### src/rtl/cpu_pkg.sv
// rtl/cpu_pkg.sv - shared types and helpers for the fetch front end
package cpu_pkg;
    typedef enum logic {
        RUN  = 1'b0,
        HALT = 1'b1
    } fetch_state_t;

    localparam int INST_W = 32;
    localparam logic [INST_W-1:0] NOP_INST = 32'h0;

    function automatic logic [29:0] pc_word_idx(input logic [31:0] pc);
        return pc[31:2];
    endfunction
endpackage

### src/rtl/fetch_queue2.sv
// rtl/fetch_queue2.sv - two-entry {pc,inst} FIFO; head held in slot 0
module fetch_queue2
    import cpu_pkg::*;
(
    input  logic              clk,
    input  logic              rst,
    input  logic              push,
    input  logic              pop,
    input  logic              flush,
    input  logic [31:0]       push_pc,
    input  logic [INST_W-1:0] push_inst,
    output logic [31:0]       head_pc,
    output logic [INST_W-1:0] head_inst,
    output logic [1:0]        count
);
    logic [31:0]       pc0, pc1;
    logic [INST_W-1:0] inst0, inst1;
    logic [1:0]        cnt;

    always_ff @(posedge clk or posedge rst) begin
        if (rst) begin
            pc0   <= 32'h0;
            pc1   <= 32'h0;
            inst0 <= NOP_INST;
            inst1 <= NOP_INST;
            cnt   <= 2'd0;
        end else if (flush) begin
            cnt <= 2'd0;
        end else begin
            // Slot 0 is left untouched when the queue drains so the outputs hold.
            case ({push, pop})
                2'b10: begin
                    if (cnt == 2'd0) begin
                        pc0   <= push_pc;
                        inst0 <= push_inst;
                    end else begin
                        pc1   <= push_pc;
                        inst1 <= push_inst;
                    end
                    cnt <= cnt + 2'd1;
                end
                2'b01: begin
                    if (cnt == 2'd2) begin
                        pc0   <= pc1;
                        inst0 <= inst1;
                    end
                    cnt <= cnt - 2'd1;
                end
                2'b11: begin
                    if (cnt == 2'd2) begin
                        pc0   <= pc1;
                        inst0 <= inst1;
                        pc1   <= push_pc;
                        inst1 <= push_inst;
                    end else begin
                        pc0   <= push_pc;
                        inst0 <= push_inst;
                    end
                end
                default: ;
            endcase
        end
    end

    assign head_pc   = pc0;
    assign head_inst = inst0;
    assign count     = cnt;
endmodule

### src/rtl/inst_fetch_ctrl.sv
// rtl/inst_fetch_ctrl.sv - PC owner and fetch sequencer for the combinational ROM
// Optional ROM bound check (halt + fault) enabled by IF_BOUND_CHECK_EN.
module inst_fetch_ctrl
    import cpu_pkg::*;
#(
    parameter logic [31:0] RESET_PC  = 32'h0000_0000,
    parameter int          ROM_WORDS = 32
) (
    input  logic              clk,
    input  logic              rst,
    output logic [31:0]       rom_addr,
    input  logic [INST_W-1:0] rom_inst,
    input  logic              redirect_valid,
    input  logic [31:0]       redirect_pc,
    output logic              out_valid,
    input  logic              out_ready,
    output logic [INST_W-1:0] out_inst,
    output logic [31:0]       out_pc,
    output logic              fault
);
    logic [31:0]  pc;
    fetch_state_t state;
    logic         fault_q;
    logic [1:0]   count;
    logic         pop, push_req, push, oob;
    logic [31:0]  target;

    assign target   = redirect_pc & ~32'h3;
    assign pop      = out_valid & out_ready;
    assign push_req = (state == RUN) & ~redirect_valid & (~count[1] | pop);

`ifdef IF_BOUND_CHECK_EN
    assign oob = ({2'b00, pc_word_idx(pc)} >= 32'(ROM_WORDS));
`else
    assign oob = 1'b0;
`endif

    assign push      = push_req & ~oob;
    assign rom_addr  = pc;
    assign out_valid = (count != 2'd0) & ~redirect_valid;
    assign fault     = fault_q;

    always_ff @(posedge clk or posedge rst) begin
        if (rst) begin
            pc      <= RESET_PC;
            state   <= RUN;
            fault_q <= 1'b0;
        end else begin
            if (redirect_valid)
                pc <= target;
            else if (push)
                pc <= pc + 32'd4;
            // An out-of-range fetch attempt parks the sequencer until reset.
            if (push_req & oob) begin
                state   <= HALT;
                fault_q <= 1'b1;
            end
        end
    end

    fetch_queue2 u_queue (
        .clk       (clk),
        .rst       (rst),
        .push      (push),
        .pop       (pop & ~redirect_valid),
        .flush     (redirect_valid),
        .push_pc   (pc),
        .push_inst (rom_inst),
        .head_pc   (out_pc),
        .head_inst (out_inst),
        .count     (count)
    );
endmodule

### config.mk
export PLATFORM = sky130hd
export DESIGN_NAME = inst_fetch_ctrl
export DESIGN_NICKNAME = d
export VERILOG_FILES = /design/src/rtl/cpu_pkg.sv /design/src/rtl/fetch_queue2.sv /design/src/rtl/inst_fetch_ctrl.sv
export SDC_FILE = /design/constraint.sdc
export NUM_CORES = 1
export LEC_CHECK = 0
export ABC_CLOCK_PERIOD_IN_PS = 9270
export CAP_MARGIN = 20
export CORE_MARGIN = 8
export CORE_UTILIZATION = 65
export DETAILED_ROUTE_END_ITERATION = 16
export DONT_BUFFER_PORTS = 1
export GPL_ROUTABILITY_DRIVEN = 0
export PLACE_DENSITY = 0.82
export SYNTH_ARGS = -nofsm -noshare
export SYNTH_HDL_FRONTEND = slang
export SYNTH_SLANG_ARGS = --single-unit
### constraint.sdc
create_clock -name clk -period 9.27 [get_ports clk]
set_input_delay 1.3905 -clock clk [delete_from_list [all_inputs] [get_ports clk]]
set_output_delay 1.3905 -clock clk [all_outputs]
set_load 0.005 [all_outputs]
==> results.toml, run 1 <==
[layout]
fin_cells = 778
nNetsFinal = 696
n_fill_cell = 757
drive_above_1_share = 0.169
layout.cell_area.non_filler_um2 = 7850
antenna-diode-count = 0
flow.area_growth_from_synthesis_pct = 7.82

[place]
dpl_cell_area_um2 = 7270
place.detailed.hpwl_mm = 11.1
place.port_buffers = 0
placed_cell_count = 744

[global_routing]
grt_pass1_wl_mm = 26.1
grt_pass1_vias = 5059
globalRouteTotalUtil = 0.222
overflow_left_after_global_routing = 0
grt_start_max_net_pins = 126
number_of_antenna_violations_at_the_first_check_in_global_routing = 0

[floorplanning]
design.die.area_um2 = 14800
die_h_um = 122
coreArea_um2 = 10900
initial_core_util = 0.669
die_x_um = 122
io_count = 166
num_rows = 38

[sta]
slew_violations = 0
setup-violations-final = 0
fin_tns_setup_ps = 0
timing_worst_slew_pin_value_ps = 836
final_hold_viol_count = 0
final.setup_skew_ps = 5.96
ratio_of_final_minimum_period_to_clock_period = 0.355
timing.slew.headroom = 0.442
grt_setup_unrepaired = "no"
maxClockFrequency_mhz = 303
timing.final.crit_period_ps = 3300

[yosys]
edff_count_synth = 0
number_of_warnings_reported_in_the_yosys_synthesis_log = 0
post_synth_most_frequent_cells = "sky130_fd_sc_hd__dfrtp_1, sky130_fd_sc_hd__nor2_1, sky130_fd_sc_hd__a21oi_1"
synth_top_area_frac = 0.540
mappedNetlistArea_um2 = 7280
netlist_top_cells_area = "sky130_fd_sc_hd__dfrtp_1, sky130_fd_sc_hd__mux2_2, sky130_fd_sc_hd__mux2i_1, sky130_fd_sc_hd__a21oi_1, sky130_fd_sc_hd__nor2_1"
asyncSetResetFlopFracSynth = 1.00
ys.flop_type = "sky130_fd_sc_hd__dfrtp_1"
seq_area_frac_synth = 0.540
yosys.cell_types.count = 45
avgSynthCellArea_um2 = 11.3
synth_top_cell_by_area = "sky130_fd_sc_hd__dfrtp_1"
yosys.cell_count.top_type = "sky130_fd_sc_hd__dfrtp_1"
synth_cells = 647
synth-seq-cells = 157

[critical_path]
critical_path.max_fanout = 13
critPathCaptureType = "output port"
reg2regPathDepth = 6
r2r_end = "u_queue.inst1[12]$_DFFE_PP0P_"
critPathArrivalTime_ps = 1900
rrSetupSlack_ps = 6270
worst-setup-path-type = "flip-flop to output port"
regToRegStartpoint = "u_queue.count[1]$_DFFE_PP0P_"
timing.critical_path.from_type = "flip-flop"
worst-endpoint-required_ps = 7880

[min_path]
holdCritStartpoint = "u_queue.inst1[18]$_DFFE_PP0P_"
whs_path_depth = 1
hp-class = "flip-flop to flip-flop"
min_delay_worst_endpoint = "u_queue.inst1[18]$_DFFE_PP0P_"

[drt]
drc = 0
drt-pass1-iter-count = 7
drt-wirelength-per-cell_um = 21.0
route.final.wire_length_mm = 16.3
vias_after_detailed_routing = 4948
via_per_inst = 6.36
ant_nets = 0
drt_first_iter_violations = 320

[flow_run]
max_cap_viol_count = 0

[cts]
cts_root_buf = "sky130_fd_sc_hd__clkbuf_8"
clk_path_buf_depth = 2
cts_tree = "done"
cts.repair_timing.setup_buffer_count = 0
clock_sink_count = 157
cts.reportedPaths.clkPinSlew_ps = 60
cts_made_buffers = 17
holdBufCountCts = 0
cts.htree.levels = 4
post_cts.resized_instances = 0
insertion_delay_ps = 520

[pwr]
static-leakage-power_nw = 3.06
ir_worst_vdd_uv = 184
power.density_nw_per_um2 = 310

[status]
status = "completed"
where the power goes:
group | internal, mW | switching, mW | total (mW)
Clock | 0.368 | 0.254 | 0.622
Combinational | 0.287 | 0.319 | 0.606
Sequential | 0.976 | 0.227 | 1.20
Total | 1.63 | 0.800 | 2.43
state kept, by name, indices dropped and copies added, names as in the netlist:
name,flops
u_queue.inst1,32
u_queue.head_pc,31
u_queue.count,2
u_queue.pc1,30
u_queue.head_inst,32
rom_addr,30
final cells by class:
| cell class | count | area [um^2] | share of cell area |
|---|---|---|---|
| Sequential cell | 157 | 3930 | 0.500 |
| Multi-Input combinational cell | 436 | 3100 | 0.395 |
| Clock buffer | 25 | 464 | 0.0591 |
| Tap cell | 140 | 175 | 0.0223 |
| Timing Repair Buffer | 7 | 92.6 | 0.0118 |
| Clock inverter | 7 | 63.8 | 0.00813 |
| Inverter | 6 | 27.5 | 0.00351 |
routing by layer:
metal | wire length (um) | track usage | vias up | part of all wire
li1 | - | - | 2275 | -
met1 | 6030 | 0.251 | 2457 | 0.37
met2 | 8130 | 0.369 | 189 | 0.50
met3 | 1890 | 0.0949 | 27 | 0.12
met4 | 257 | 0.0817 | 0 | 0.016
met5 | 0 | 0 | - | 0
stage by stage:
stage / worst slack [ps] / hold WS, ps / power (mW) / util
2_1_floorplan: 3640 / 479 / 1.65 / -
3_3_place_gp: 6100 / 486 / 1.76 / 0.668
3_5_place_dp: 6050 / 493 / 1.81 / 0.668
4_1_cts: 5960 / 507 / 2.44 / 0.716
5_1_grt: 5870 / 513 / 2.58 / 0.721
6_report: 5970 / 505 / 2.43 / 0.721
how the worst max path moves through the flow:
stage / start / end / slack [ps]
2_1_floorplan: rst / rom_addr[10]$_DFFE_PP0P_ / 3640
3_3_place_gp: out_ready / u_queue.pc1[16]$_DFFE_PP0P_ / 6100
3_5_place_dp: out_ready / u_queue.inst1[7]$_DFFE_PP0P_ / 6050
4_1_cts: u_queue.count[1]$_DFFE_PP0P_ / out_valid / 5960
5_1_grt: u_queue.count[1]$_DFFE_PP0P_ / out_valid / 5870
6_report: u_queue.count[1]$_DFFE_PP0P_ / out_valid / 5970
layout by cell type, fill, tap and decap left out, types with 4 or more instances in the layout:
cell	count
sky130_fd_sc_hd__clkinv_2	5
sky130_fd_sc_hd__dfrtp_1	157
sky130_fd_sc_hd__clkbuf_16	16
sky130_fd_sc_hd__buf_4	5
sky130_fd_sc_hd__o31ai_1	12
sky130_fd_sc_hd__nand2_1	25
sky130_fd_sc_hd__nand4_1	7
sky130_fd_sc_hd__nor2_1	85
sky130_fd_sc_hd__o311ai_1	5
sky130_fd_sc_hd__nand3_1	7
sky130_fd_sc_hd__mux2_2	62
sky130_fd_sc_hd__a31oi_1	18
sky130_fd_sc_hd__and4_1	4
sky130_fd_sc_hd__inv_1	4
sky130_fd_sc_hd__clkbuf_1	6
sky130_fd_sc_hd__or4_1	12
sky130_fd_sc_hd__a21oi_1	66
sky130_fd_sc_hd__mux2i_1	63
sky130_fd_sc_hd__o21ai_0	14
critical path, stage by stage (launching register included):
cell and delay [ps]:
sky130_fd_sc_hd__dfrtp_1 530, sky130_fd_sc_hd__inv_2 210, sky130_fd_sc_hd__ha_1 340, sky130_fd_sc_hd__nor2_1 310
cells by family after synthesis:
| logic type | count (synthesis) | share of synthesized area |
|---|---|---|
| AOI/OAI and AO/OA | 131 | 0.111 |
| xor gates and xnor gates | 6 | 0.00722 |
| adders and majority gates | 3 | 0.00516 |
| buffers and inverters | 56 | 0.0385 |
| DFF | 157 | 0.540 |
| muxes | 125 | 0.182 |
| other | 1 | 0.000515 |
| and+or+nand+nor | 168 | 0.116 |
(Power assumes the default switching activity.)
==> inputs of run 2 (changes only) <==
--- a/config.mk
+++ b/config.mk
@@ -5,14 +5,14 @@
 export SDC_FILE = /design/constraint.sdc
 export NUM_CORES = 1
 export LEC_CHECK = 0
-export ABC_CLOCK_PERIOD_IN_PS = 9270
+export ABC_CLOCK_PERIOD_IN_PS = 3000
 export CAP_MARGIN = 20
 export CORE_MARGIN = 8
-export CORE_UTILIZATION = 65
+export CORE_UTILIZATION = 57
 export DETAILED_ROUTE_END_ITERATION = 16
 export DONT_BUFFER_PORTS = 1
 export GPL_ROUTABILITY_DRIVEN = 0
-export PLACE_DENSITY = 0.82
+export PLACE_DENSITY = 0.76
 export SYNTH_ARGS = -nofsm -noshare
 export SYNTH_HDL_FRONTEND = slang
 export SYNTH_SLANG_ARGS = --single-unit
==> constraint.sdc (replaced) <==
create_clock -name clk -period 3 [get_ports clk]
set_input_delay 0.45 -clock clk [delete_from_list [all_inputs] [get_ports clk]]
set_output_delay 0.45 -clock clk [all_outputs]
set_load 0.005 [all_outputs]
==> run 2 against run 1 <==
Routed wire length is 3.9% higher. Clock skew grew 0.69 ps. Count of clock-buffer cells in the layout shrank 4. Die area rose by 12%. Total power rose to 3.2 times the previous value. Non-clock buffer count grew 2. Combinational power rose to 3.1 times the previous value. Worst setup slack worse by 5600 ps. Largest cell class unchanged. Highest routed layer unchanged.
==> results.toml, run 2 (synthesized netlist as in run 1, its figures left out) <==
[floorplanning]
coreArea_um2 = 12600
io_count = 166
die_h_um = 129
die_x_um = 129
initial_core_util = 0.579
num_rows = 41
design.die.area_um2 = 16600

[layout]
n_fill_cell = 996
layout_commonest_cell = "sky130_fd_sc_hd__dfrtp_1"
flow.area_growth_from_synthesis_pct = 9.35
antenna-diode-count = 0
drive_above_1_share = 0.177
nNetsFinal = 698
fin_cells = 811
final_cell_mix = "sky130_fd_sc_hd__dfrtp_1, sky130_fd_sc_hd__nor2_1, sky130_fd_sc_hd__a21oi_1"

[global_routing]
overflow_left_after_global_routing = 0
number_of_antenna_violations_at_the_first_check_in_global_routing = 0
grt_pass1_wl_mm = 26.6
grt_start_max_net_pins = 153
grt_pass1_vias = 4983
globalRouteTotalUtil = 0.207

[sta]
fin_worst_hold_slack_ps = 111
setup-violations-final = 0
grt_setup_unrepaired = "no"
ratio_of_final_minimum_period_to_clock_period = 0.885
maxClockFrequency_mhz = 377
slew_violations = 0
final_hold_viol_count = 0
timing.slew.headroom = 0.411
fin_tns_setup_ps = 0
final.setup_skew_ps = 6.65
timing.final.crit_period_ps = 2660
timing_worst_slew_pin_value_ps = 883

[cts]
cts.htree.levels = 4
cts.repair_timing.setup_buffer_count = 0
holdBufCountCts = 1
cts_root_buf = "sky130_fd_sc_hd__clkbuf_16"
insertion_delay_ps = 410
cts_tree = "done"
cts.reportedPaths.clkPinSlew_ps = 60
cts_made_buffers = 17
clock_sink_count = 157
clk_path_buf_depth = 2
post_cts.resized_instances = 0

[drt]
ant_nets = 0
m1WireLength_mm = 6.53
route.final.wire_length_mm = 16.9
drc = 0
drt_first_iter_violations = 278
wl_met2_mm = 8.30
drt-wirelength-per-cell_um = 20.9
vias_after_detailed_routing = 4960
via_per_inst = 6.12
wl_met3_mm = 1.86
drt-pass1-iter-count = 4
topRoutingLayerUsed = "met4"

[flow_run]
max_cap_viol_count = 0

[min_path]
hp-class = "input pin to flip-flop"
whs_path_depth = 1

[pwr]
static-leakage-power_nw = 3.07
power.density_nw_per_um2 = 965
ir_worst_vdd_uv = 455

[critical_path]
critical_path.max_fanout = 25
worst-setup-path-type = "flip-flop to flip-flop"
timing.critical_path.from_type = "flip-flop"
reg2regPathDepth = 6
critPathArrivalTime_ps = 2980
worst-endpoint-required_ps = 3330
critPathCaptureType = "flip-flop"

[place]
placed_cell_count = 779
place.detailed.hpwl_mm = 11.5
place.port_buffers = 0

[status]
status = "completed"
run 2: area by class of cell:
cell class | count | area (um^2) | share of cell area
sequential | 157 | 3930 | 0.493
multi-input combinational | 436 | 3100 | 0.389
timing repair buffer | 9 | 108 | 0.0135
clock buffer | 21 | 470 | 0.0591
inverter | 6 | 26.3 | 0.00330
clock inverter | 10 | 115 | 0.0145
tap | 172 | 215 | 0.0270
run 2: worst paths after layout:
check	slack, ps	endpoint	start
setup reg to reg	340	rom_addr[14]$_DFFE_PP0P_	u_queue.count[1]$_DFFE_PP0P_
setup / recovery	340	rom_addr[14]$_DFFE_PP0P_	u_queue.count[1]$_DFFE_PP0P_
hold / removal	110	u_queue.count[0]$_DFFE_PP0P_	redirect_valid
min in group asynchronous	440	u_queue.head_pc[22]$_DFFE_PP0P_	rst
hold reg to reg	500	u_queue.pc1[6]$_DFFE_PP0P_	u_queue.pc1[6]$_DFFE_PP0P_
max in group asynchronous	1480	u_queue.pc1[30]$_DFFE_PP0P_	rst
run 2: worst max-delay path, cell delays in order (launching register included):
cell and delay (ps):
sky130_fd_sc_hd__dfrtp_1 520, sky130_fd_sc_hd__inv_2 200, sky130_fd_sc_hd__ha_1 330, sky130_fd_sc_hd__nor3b_4 450, sky130_fd_sc_hd__o211ai_4 280, sky130_fd_sc_hd__or4_1 580
sky130_fd_sc_hd__a31oi_1 200
run 2: metal layers:
metal	vias up	track usage
met2	176	0.339
met4	0	0.0767
met5	-	0
met1	2477	0.235
li1	2287	-
met3	20	0.0908
run 2: power by group:
group | leakage, nW | internal (mW) | switching [mW]
Sequential | 1.79 | 3.02 | 0.709
Combinational | 1.01 | 0.876 | 0.983
Clock | 0.269 | 1.28 | 0.819
Total | 3.07 | 5.17 | 2.51
run 2: stage by stage:
| step | cell area [um^2] | power, mW | setup WS [ps] | util |
|---|---|---|---|---|
| finish | 7960 | 7.68 | 344 | 0.634 |
| global route | 7960 | 8.17 | 151 | 0.634 |
| CTS | 7960 | 7.78 | 333 | 0.634 |
| detailed placement | 7370 | 5.65 | 350 | 0.586 |
| global placement | 7370 | 5.47 | 475 | 0.586 |
| floorplan | 7290 | 5.10 | 563 | - |
==> inputs of run 3 (changes only) <==
--- a/config.mk
+++ b/config.mk
@@ -12,6 +12,7 @@
 export DETAILED_ROUTE_END_ITERATION = 16
 export DONT_BUFFER_PORTS = 1
 export GPL_ROUTABILITY_DRIVEN = 0
+export GPL_TIMING_DRIVEN = 0
 export PLACE_DENSITY = 0.76
 export SYNTH_ARGS = -nofsm -noshare
 export SYNTH_HDL_FRONTEND = slang
==> run 3 against run 2 <==
Cell count rose by 5.5%. Worst setup slack got worse by 210 ps. Routed wire length rose by 10%. Global-route usage grew 2.3 points. Maximum frequency is 7.2% lower. Clock skew about the same. Critical path type unchanged.
==> results.toml, run 3 (synthesized netlist as in run 1, its figures left out) <==
[place]
preCtsSetupSlack_ps = 1.30
place.port_buffers = 0
place.detailed.hpwl_mm = 13.5

[sta]
fin_tns_setup_ps = 0
slew_violations = 0
grt_setup_unrepaired = "no"
layout_setup_ws_ps = 139
final.setup_skew_ps = 7.12
timing.slew.headroom = 0.618
ratio_of_final_minimum_period_to_clock_period = 0.954
setup-violations-final = 0
maxClockFrequency_mhz = 350
timing.final.crit_period_ps = 2860
timing_worst_slew_pin_value_ps = 573
final_hold_viol_count = 0

[min_path]
whs_path_depth = 2
holdCritStartpoint = "redirect_pc[7]"
min_delay_worst_endpoint = "rom_addr[7]$_DFFE_PP0P_"
hp-class = "input pin to flip-flop"

[layout]
final_cell_mix = "sky130_fd_sc_hd__dfrtp_1, sky130_fd_sc_hd__nor2_1, sky130_fd_sc_hd__a21oi_1"
layout_commonest_cell = "sky130_fd_sc_hd__dfrtp_1"
n_fill_cell = 973
flow.area_growth_from_synthesis_pct = 12.8
antenna-diode-count = 0
drive_above_1_share = 0.208
postLayoutCoreUtil = 0.654
nNetsFinal = 744

[drt]
drt-pass1-iter-count = 5
drc = 0
vias_after_detailed_routing = 5284
drt_first_iter_violations = 398
via_per_inst = 6.17
ant_nets = 0
drt-wirelength-per-cell_um = 21.8
route.final.wire_length_mm = 18.7

[pwr]
power.density_nw_per_um2 = 971
ir_worst_vdd_uv = 481
total_switching_power_mw = 2.64
share_clk_of_total_power = 0.280
static-leakage-power_nw = 3.25
power.share.switching = 0.331
comb_power_share = 0.255
p_int_mw = 5.34
p_seq_frac = 0.465

[global_routing]
grt_start_max_net_pins = 44
overflow_left_after_global_routing = 0
number_of_antenna_violations_at_the_first_check_in_global_routing = 0
globalRouteTotalUtil = 0.229
grt_pass1_wl_mm = 29.4
grt_pass1_vias = 5464

[critical_path]
timing.critical_path.from_type = "flip-flop"
worst-endpoint-required_ps = 3260
worstPathCellList = "buf_2 > inv_2 > buf_2 > ha_1 > nor3b_4 > o211ai_4 > buf_6 > buf_2 > o31ai_1 > a31oi_1"
reg2regPathDepth = 10
critPathCaptureType = "flip-flop"
cpMostUsedCell = "sky130_fd_sc_hd__buf_2"
critical_path.max_fanout = 10
worstPathBufferInverterCount = 5
critPathArrivalTime_ps = 3120
cpPeakStageDelay_ps = 480
r2r_end = "rom_addr[17]$_DFFE_PP0P_"
critical-path-top-delay-family = "buffers and inverters"
regToRegStartpoint = "u_queue.count[1]$_DFFE_PP0P_"
rrSetupSlack_ps = 140
critPathSlowestCell = "sky130_fd_sc_hd__nor3b_4"
worst-setup-path-type = "flip-flop to flip-flop"

[floorplanning]
initial_core_util = 0.579
die_x_um = 129
io_count = 166
coreArea_um2 = 12600
num_rows = 41
design.die.area_um2 = 16600
die_h_um = 129

[cts]
cts_tree = "done"
insertion_delay_ps = 420
cts_made_buffers = 17
cts_root_buf = "sky130_fd_sc_hd__clkbuf_16"
cts.htree.levels = 4
clk_path_buf_depth = 2
cts.reportedPaths.clkPinSlew_ps = 60
clock_sink_count = 157

[flow_run]
max_cap_viol_count = 0

[status]
status = "completed"
run 3: through the flow:
stage          std cells  area [um^2]  hold slack (ps)  power (mW)
3_5_place_dp         825         7590              339        5.78
6_report             856         8210              149        7.98
3_3_place_gp         821         7510              486        5.58
5_1_grt              856         8210              139        8.44
4_1_cts              856         8210              137        8.03
2_1_floorplan        649         7290              479        5.10
run 3: worst max-delay path by stage:
stage	startpoint	endpoint	slack (ps)	depth (start not counted)
2_1_floorplan	rst	rom_addr[10]$_DFFE_PP0P_	560	1
3_3_place_gp	rst	u_queue.head_pc[6]$_DFFE_PP0P_	-140	1
3_5_place_dp	u_queue.count[1]$_DFFE_PP0P_	u_queue.head_pc[14]$_DFFE_PP0P_	1	9
4_1_cts	u_queue.count[1]$_DFFE_PP0P_	rom_addr[17]$_DFFE_PP0P_	210	10
5_1_grt	u_queue.count[1]$_DFFE_PP0P_	u_queue.head_pc[17]$_DFFE_PP0P_	70	9
6_report	u_queue.count[1]$_DFFE_PP0P_	rom_addr[17]$_DFFE_PP0P_	140	10
run 3: metal layers:
metal | vias to the layer above | GRT usage | part of all wire
li1 | 2368 | - | -
met1 | 2652 | 0.266 | 0.37
met2 | 236 | 0.368 | 0.48
met3 | 28 | 0.0994 | 0.12
met4 | 0 | 0.0912 | 0.021
met5 | - | 0 | 0
run 3: power groups by stage:
stage | clock network (mW) | logic [mW] | registers (mW)
global route | 2.35 | 2.27 | 3.82
finish | 2.23 | 2.04 | 3.71
floorplan | 0 | 1.60 | 3.49
detailed placement | 0 | 2.03 | 3.75
global placement | 0 | 1.89 | 3.69
CTS | 2.26 | 2.05 | 3.72
run 3: area by class of cell:
type	count	area, um^2	share of cell area
multi-input cells	436	3080	0.375
repair buffers	5	90.1	0.0110
well taps	172	215	0.0262
clock inverters	11	169	0.0206
flip-flops and latches	157	3930	0.478
inverters	6	26.3	0.00320
clock buffers	19	443	0.0539
plain buffers	50	258	0.0314
run 3: what timing repair did:
item	4_1_cts	5_1_grt
setup endpoints to repair	4	0
endpoints found under the hold margin	12	0
setup buffers	0	0
resized for setup	1	0
hold buffers	1	0
